## config.mk

```make
export PLATFORM = sky130hd
export DESIGN_NAME = dmem_arbiter
export DESIGN_NICKNAME = d
export VERILOG_FILES = /design/src/rtl/dmem_arbiter.sv
export SDC_FILE = /design/constraint.sdc
export NUM_CORES = 1
export LEC_CHECK = 0
export CORE_MARGIN = 4
export CORE_UTILIZATION = 44
export DETAILED_ROUTE_END_ITERATION = 16
export PLACE_DENSITY = 0.95
export SLEW_MARGIN = 20
export SYNTH_ARGS = -nofsm -noshare
export SYNTH_HDL_FRONTEND = slang
export SYNTH_SLANG_ARGS = --single-unit
```

## constraint.sdc

```tcl
create_clock -name clk -period 2.69 [get_ports clk]
set_input_delay 0.4035 -clock clk [delete_from_list [all_inputs] [get_ports clk]]
set_output_delay 0.4035 -clock clk [all_outputs]
set_load 0.02 [all_outputs]
```

## src/rtl/dmem_arbiter.sv

```systemverilog
`default_nettype none
// ============================================================================
// dmem_arbiter : round-robin two-port arbiter and access sequencer for the
//                single-ported data memory (IDLE -> ACC -> RESP per access)
// Revision 1.0
// ============================================================================
module dmem_arbiter #(
  parameter int ADDR_W = 8
) (
  input  logic        clk,
  input  logic        reset,

  input  logic        req0,
  input  logic        we0,
  input  logic [31:0] addr0,
  input  logic [31:0] wdata0,
  output logic        gnt0,
  output logic        done0,
  output logic        err0,
  output logic [31:0] rdata0,

  input  logic        req1,
  input  logic        we1,
  input  logic [31:0] addr1,
  input  logic [31:0] wdata1,
  output logic        gnt1,
  output logic        done1,
  output logic        err1,
  output logic [31:0] rdata1,

  output logic [31:0] mem_addr,
  output logic [31:0] mem_wdata,
  output logic        mem_write,
  output logic        mem_read,
  input  logic [31:0] mem_rdata
);

  typedef enum logic [1:0] {
    S_IDLE = 2'd0,
    S_ACC  = 2'd1,
    S_RESP = 2'd2
  } state_t;

  state_t      state_q, state_d;
  logic        owner_q, owner_d;
  logic        last_q,  last_d;
  logic        we_q,    we_d;
  logic [31:0] addr_q,  addr_d;
  logic [31:0] wdata_q, wdata_d;
  logic [31:0] rdata0_q, rdata0_d;
  logic [31:0] rdata1_q, rdata1_d;
  logic        err0_q,  err0_d;
  logic        err1_q,  err1_d;

  logic        any_req;
  logic        winner;
  logic        in_range;
  logic        in_acc;
  logic        in_resp;
  logic [31:0] rd_result;

  assign any_req = req0 | req1;
  // On a tie the requester that did not win last time gets the memory.
  assign winner  = (req0 & req1) ? ~last_q : req1;

  assign in_range  = (addr_q[31:ADDR_W] == '0);
  assign rd_result = (~we_q & in_range) ? mem_rdata : 32'd0;

  always_comb begin
    state_d  = state_q;
    owner_d  = owner_q;
    last_d   = last_q;
    we_d     = we_q;
    addr_d   = addr_q;
    wdata_d  = wdata_q;
    rdata0_d = rdata0_q;
    rdata1_d = rdata1_q;
    err0_d   = err0_q;
    err1_d   = err1_q;

    case (state_q)
      S_IDLE: begin
        if (any_req) begin
          owner_d = winner;
          last_d  = winner;
          we_d    = winner ? we1    : we0;
          addr_d  = winner ? addr1  : addr0;
          wdata_d = winner ? wdata1 : wdata0;
          state_d = S_ACC;
        end
      end
      S_ACC: begin
        if (owner_q) begin
          rdata1_d = rd_result;
          err1_d   = ~in_range;
        end else begin
          rdata0_d = rd_result;
          err0_d   = ~in_range;
        end
        state_d = S_RESP;
      end
      S_RESP: begin
        state_d = S_IDLE;
      end
      default: begin
        state_d = S_IDLE;
      end
    endcase
  end

  always_ff @(posedge clk) begin
    if (reset) begin
      state_q  <= S_IDLE;
      owner_q  <= 1'b0;
      last_q   <= 1'b1;
      we_q     <= 1'b0;
      addr_q   <= 32'd0;
      wdata_q  <= 32'd0;
      rdata0_q <= 32'd0;
      rdata1_q <= 32'd0;
      err0_q   <= 1'b0;
      err1_q   <= 1'b0;
    end else begin
      state_q  <= state_d;
      owner_q  <= owner_d;
      last_q   <= last_d;
      we_q     <= we_d;
      addr_q   <= addr_d;
      wdata_q  <= wdata_d;
      rdata0_q <= rdata0_d;
      rdata1_q <= rdata1_d;
      err0_q   <= err0_d;
      err1_q   <= err1_d;
    end
  end

  // Memory-facing signals are forced to zero outside the single ACC cycle.
  always_comb begin
    in_acc    = (state_q == S_ACC);
    in_resp   = (state_q == S_RESP);

    gnt0      = in_acc & ~owner_q;
    gnt1      = in_acc &  owner_q;
    done0     = in_resp & ~owner_q;
    done1     = in_resp &  owner_q;
    err0      = done0 & err0_q;
    err1      = done1 & err1_q;
    rdata0    = rdata0_q;
    rdata1    = rdata1_q;

    mem_addr  = in_acc ? addr_q  : 32'd0;
    mem_wdata = in_acc ? wdata_q : 32'd0;
    mem_write = in_acc &  we_q & in_range;
    mem_read  = in_acc & ~we_q & in_range;
  end

endmodule
`default_nettype wire

```

==> flow_summary_export.csv <==
group,metric,value,unit
placed_design,place.gp.congestion,0.8184,
detailed_routing,postRouteAntennaNets,0,
die,fp.dieH,126.8,um
logic_synthesis,yosysMostFrequentCell,"dfxtp_1",
global_routing,grt_max_degree,67,
logic_synthesis,synth_area,6213,sq um
power_and_ir_drop,power_density,557.2,nW/um^2
critical_path,rr_startpoint,"addr_q[12]",
critical_path,rrSetupSlack,0.60,ns
timing,final.setup.tns,0,ns
detailed_routing,drt-wirelength-per-cell,18.03,um
timing,tightest_slew,0.6888,ns
logic_synthesis,synth_nets,895,
logic_synthesis,netlist_top_cells_count,"135 x dfxtp_1, 72 x nor2_1, 67 x nand2_1",
min_path,min-delay-start,"rdata1[22]",
logic_synthesis,synthTopCellsByArea,"dfxtp_1 43%, mux2i_1 10%, a211oi_1 7.9%",
global_routing,grt_pass1_vias,6313,
die,num_rows,43,
logic_synthesis,ys_ff_latch,135,
cells_and_area,fin_util,71.04,%
timing,fin_crit,2.489,ns
logic_synthesis,synth_top_cell_area_share,43.50,%
die,die_w,126.8,um
logic_synthesis,netlist-cell-type-count,31,
placed_design,dp_hpwl,15060,um
timing,fin_crit_sh,92.53,%
die,start_util,44.76,%
detailed_routing,vias_per_cell,5.455,
timing,holdWs,0.4490,ns
logic_synthesis,syn_avg_cell_area,8.523,sq um
clocking,cts_tree,"built",
timing,fin_skew,0.009320,ns
critical_path,startpoint,"state_q[0]",
timing,max_clock_freq,401.7,MHz
global_routing,gr-total-overflow,0,
logic_synthesis,yosys_warnings,0,
min_path,whs_path_depth,2,
timing,setup_violations,0,
clocking,ctsResizeCount,2,
placed_design,port_buffers,301,
detailed_routing,drc,0,
die,num_io_pins,302,
clocking,hold_buffers,0,
run_status,status,"finished clean",
power_and_ir_drop,p_leak,3.541,nW
clocking,cts_htree_levels,4,
detailed_routing,firstDrtPassIters,5,
critical_path,path_class,"reg2out",
critical_path,start_kind,"flop",
logic_synthesis,synth_edf_count,0,
die,dieArea,16090,sq um
timing,slew_violations,0,
logic_synthesis,synthFlopType,"dfxtp_1",
logic_synthesis,async_flop_share,0,%
clocking,clock_latency,0.42,ns
global_routing,antenna_found_initial,0,
power_and_ir_drop,finalPower,0.005494,W
clocking,root_buffer,"clkbuf_16",
logic_synthesis,syn_inst,729,
cells_and_area,antennaDiodeCount,0,
critical_path,cpPeakStageDelay,0.64,ns
critical_path,worstPathArrival,2.09,ns
clocking,cts_buffers,17,
cells_and_area,area_growth,58.70,%
job,maxCapViolations,0,
min_path,hold_class,"reg2reg",
die,coreArea,13880,sq um
clocking,clk_pin_slew,0.06,ns
clocking,cts_sinks,135,
timing,relSlewSlack,54.08,%
critical_path,end_kind,"output pin",
logic_synthesis,ys_seq_area_share,43.50,%
critical_path,cp_slowest_cell,"clkdlybuf4s50_1",
logic_synthesis,synth_top_area_cell,"dfxtp_1",
critical_path,cp.required,2.29,ns
global_routing,grtUsageTotal,25.21,%
cells_and_area,layout.nets,1157,
critical_path,crit_path_cell_trace,"nor2b_4 -> buf_12 -> and2_1 -> clkdlybuf4s50_1",
critical_path,worst-r2r-cell-count,5,
global_routing,grt_pass1_wl,32270,um
clocking,clockBufferDepth,2,
detailed_routing,vias,6442,
detailed_routing,drt-total-wl,21290,um
cells_and_area,fill_cells,1009,
clocking,cts_setup_buffers,0,
detailed_routing,drtIter0Drc,511,
critical_path,crit_fanout,55,
power_and_ir_drop,vdd_drop_max,406.2,uV
timing,rsz0062_at_grt,"false",
timing,hold_violations,0,
cells_and_area,drive_above_1_share,5.195,%
worst paths after layout:
kind | endpoint
worst max register to register | rdata1[17]
worst min register to register | rdata1[22]
worst max-delay path | mem_wdata[20]
worst min-delay path | rdata1[22]
worst max-delay path, delay by kind of cell (launching register included):
kind | cells | cell delay [ns]
buf+inv | 2 | 0.86
flops | 1 | 0.39
simple gates | 2 | 0.40
layer usage:
layer | up-vias | global-route usage, % | part of all wire [%]
li1 | 3094 | - | -
met1 | 2990 | 27.94 | 38
met2 | 313 | 45.30 | 51
met3 | 45 | 7.200 | 8.9
met4 | 0 | 10.03 | 2.7
met5 | - | 0 | 0
area by class of cell:
| type | count | area, sq um | share of cell area [%] |
|---|---|---|---|
| timing repair buffer | 317 | 3191 | 32.36 |
| multi-input combinational | 518 | 3184 | 32.29 |
| sequential | 135 | 2703 | 27.41 |
| clock buffer | 19 | 442.9 | 4.492 |
| tap | 180 | 225.2 | 2.284 |
| clock inverter | 10 | 107.6 | 1.091 |
| inverter | 2 | 7.507 | 0.07613 |
through the flow:
step | cell area [sq um] | cells | setup WS [ns]
finish | 9861 | 1181 | 0.2009
global route | 9861 | 1181 | 0.1413
CTS | 9861 | 1181 | 0.1625
detailed placement | 9313 | 1152 | 0.3174
global placement | 9313 | 1152 | 0.3710
floorplan | 6213 | 729 | 0.5076
registers in the layout, indices dropped and copies added, names as in the netlist:
register / count
rdata1: 32
addr_q: 32
we_q: 1
owner_q: 1
err1_q: 1
rdata0: 32
state_q: 2
err0_q: 1
wdata_q: 32
last_q: 1
report_power, final:
part | total [W] | switching (W) | internal, W
clock | 0.00221 | 0.000845 | 0.00136
combinational | 0.00109 | 0.000562 | 0.000528
sequential | 0.00220 | 0.0000740 | 0.00212
layout by cell type (no fill, tap or decap), types with 3 or more instances in the layout:
cell | netlist | layout
nand2_1 | 67 | 67
nor4_1 | 4 | 4
a211oi_1 | 65 | 65
nor2b_1 | 33 | 32
a21oi_1 | 65 | 65
and2_1 | 66 | 66
nand4_1 | 64 | 64
mux2i_1 | 65 | 65
clkinvlp_4 | 0 | 3
dfxtp_1 | 135 | 135
clkbuf_16 | 0 | 17
buf_12 | 0 | 5
nor2_1 | 72 | 72
clkdlybuf4s50_1 | 0 | 298
clkinv_2 | 0 | 5
buf_4 | 2 | 12
logic make-up (layout without fill, tap and decap cells):
family	Yosys count	in the layout	share of synthesized area, %
flip-flops	135	135	43.50
AND/OR/NAND/NOR	316	316	26.34
buffers and inverters	76	348	5.779
multiplexers	65	65	10.47
AO/OA/AOI/OAI	137	137	13.91
(Power assumes the default switching activity.)
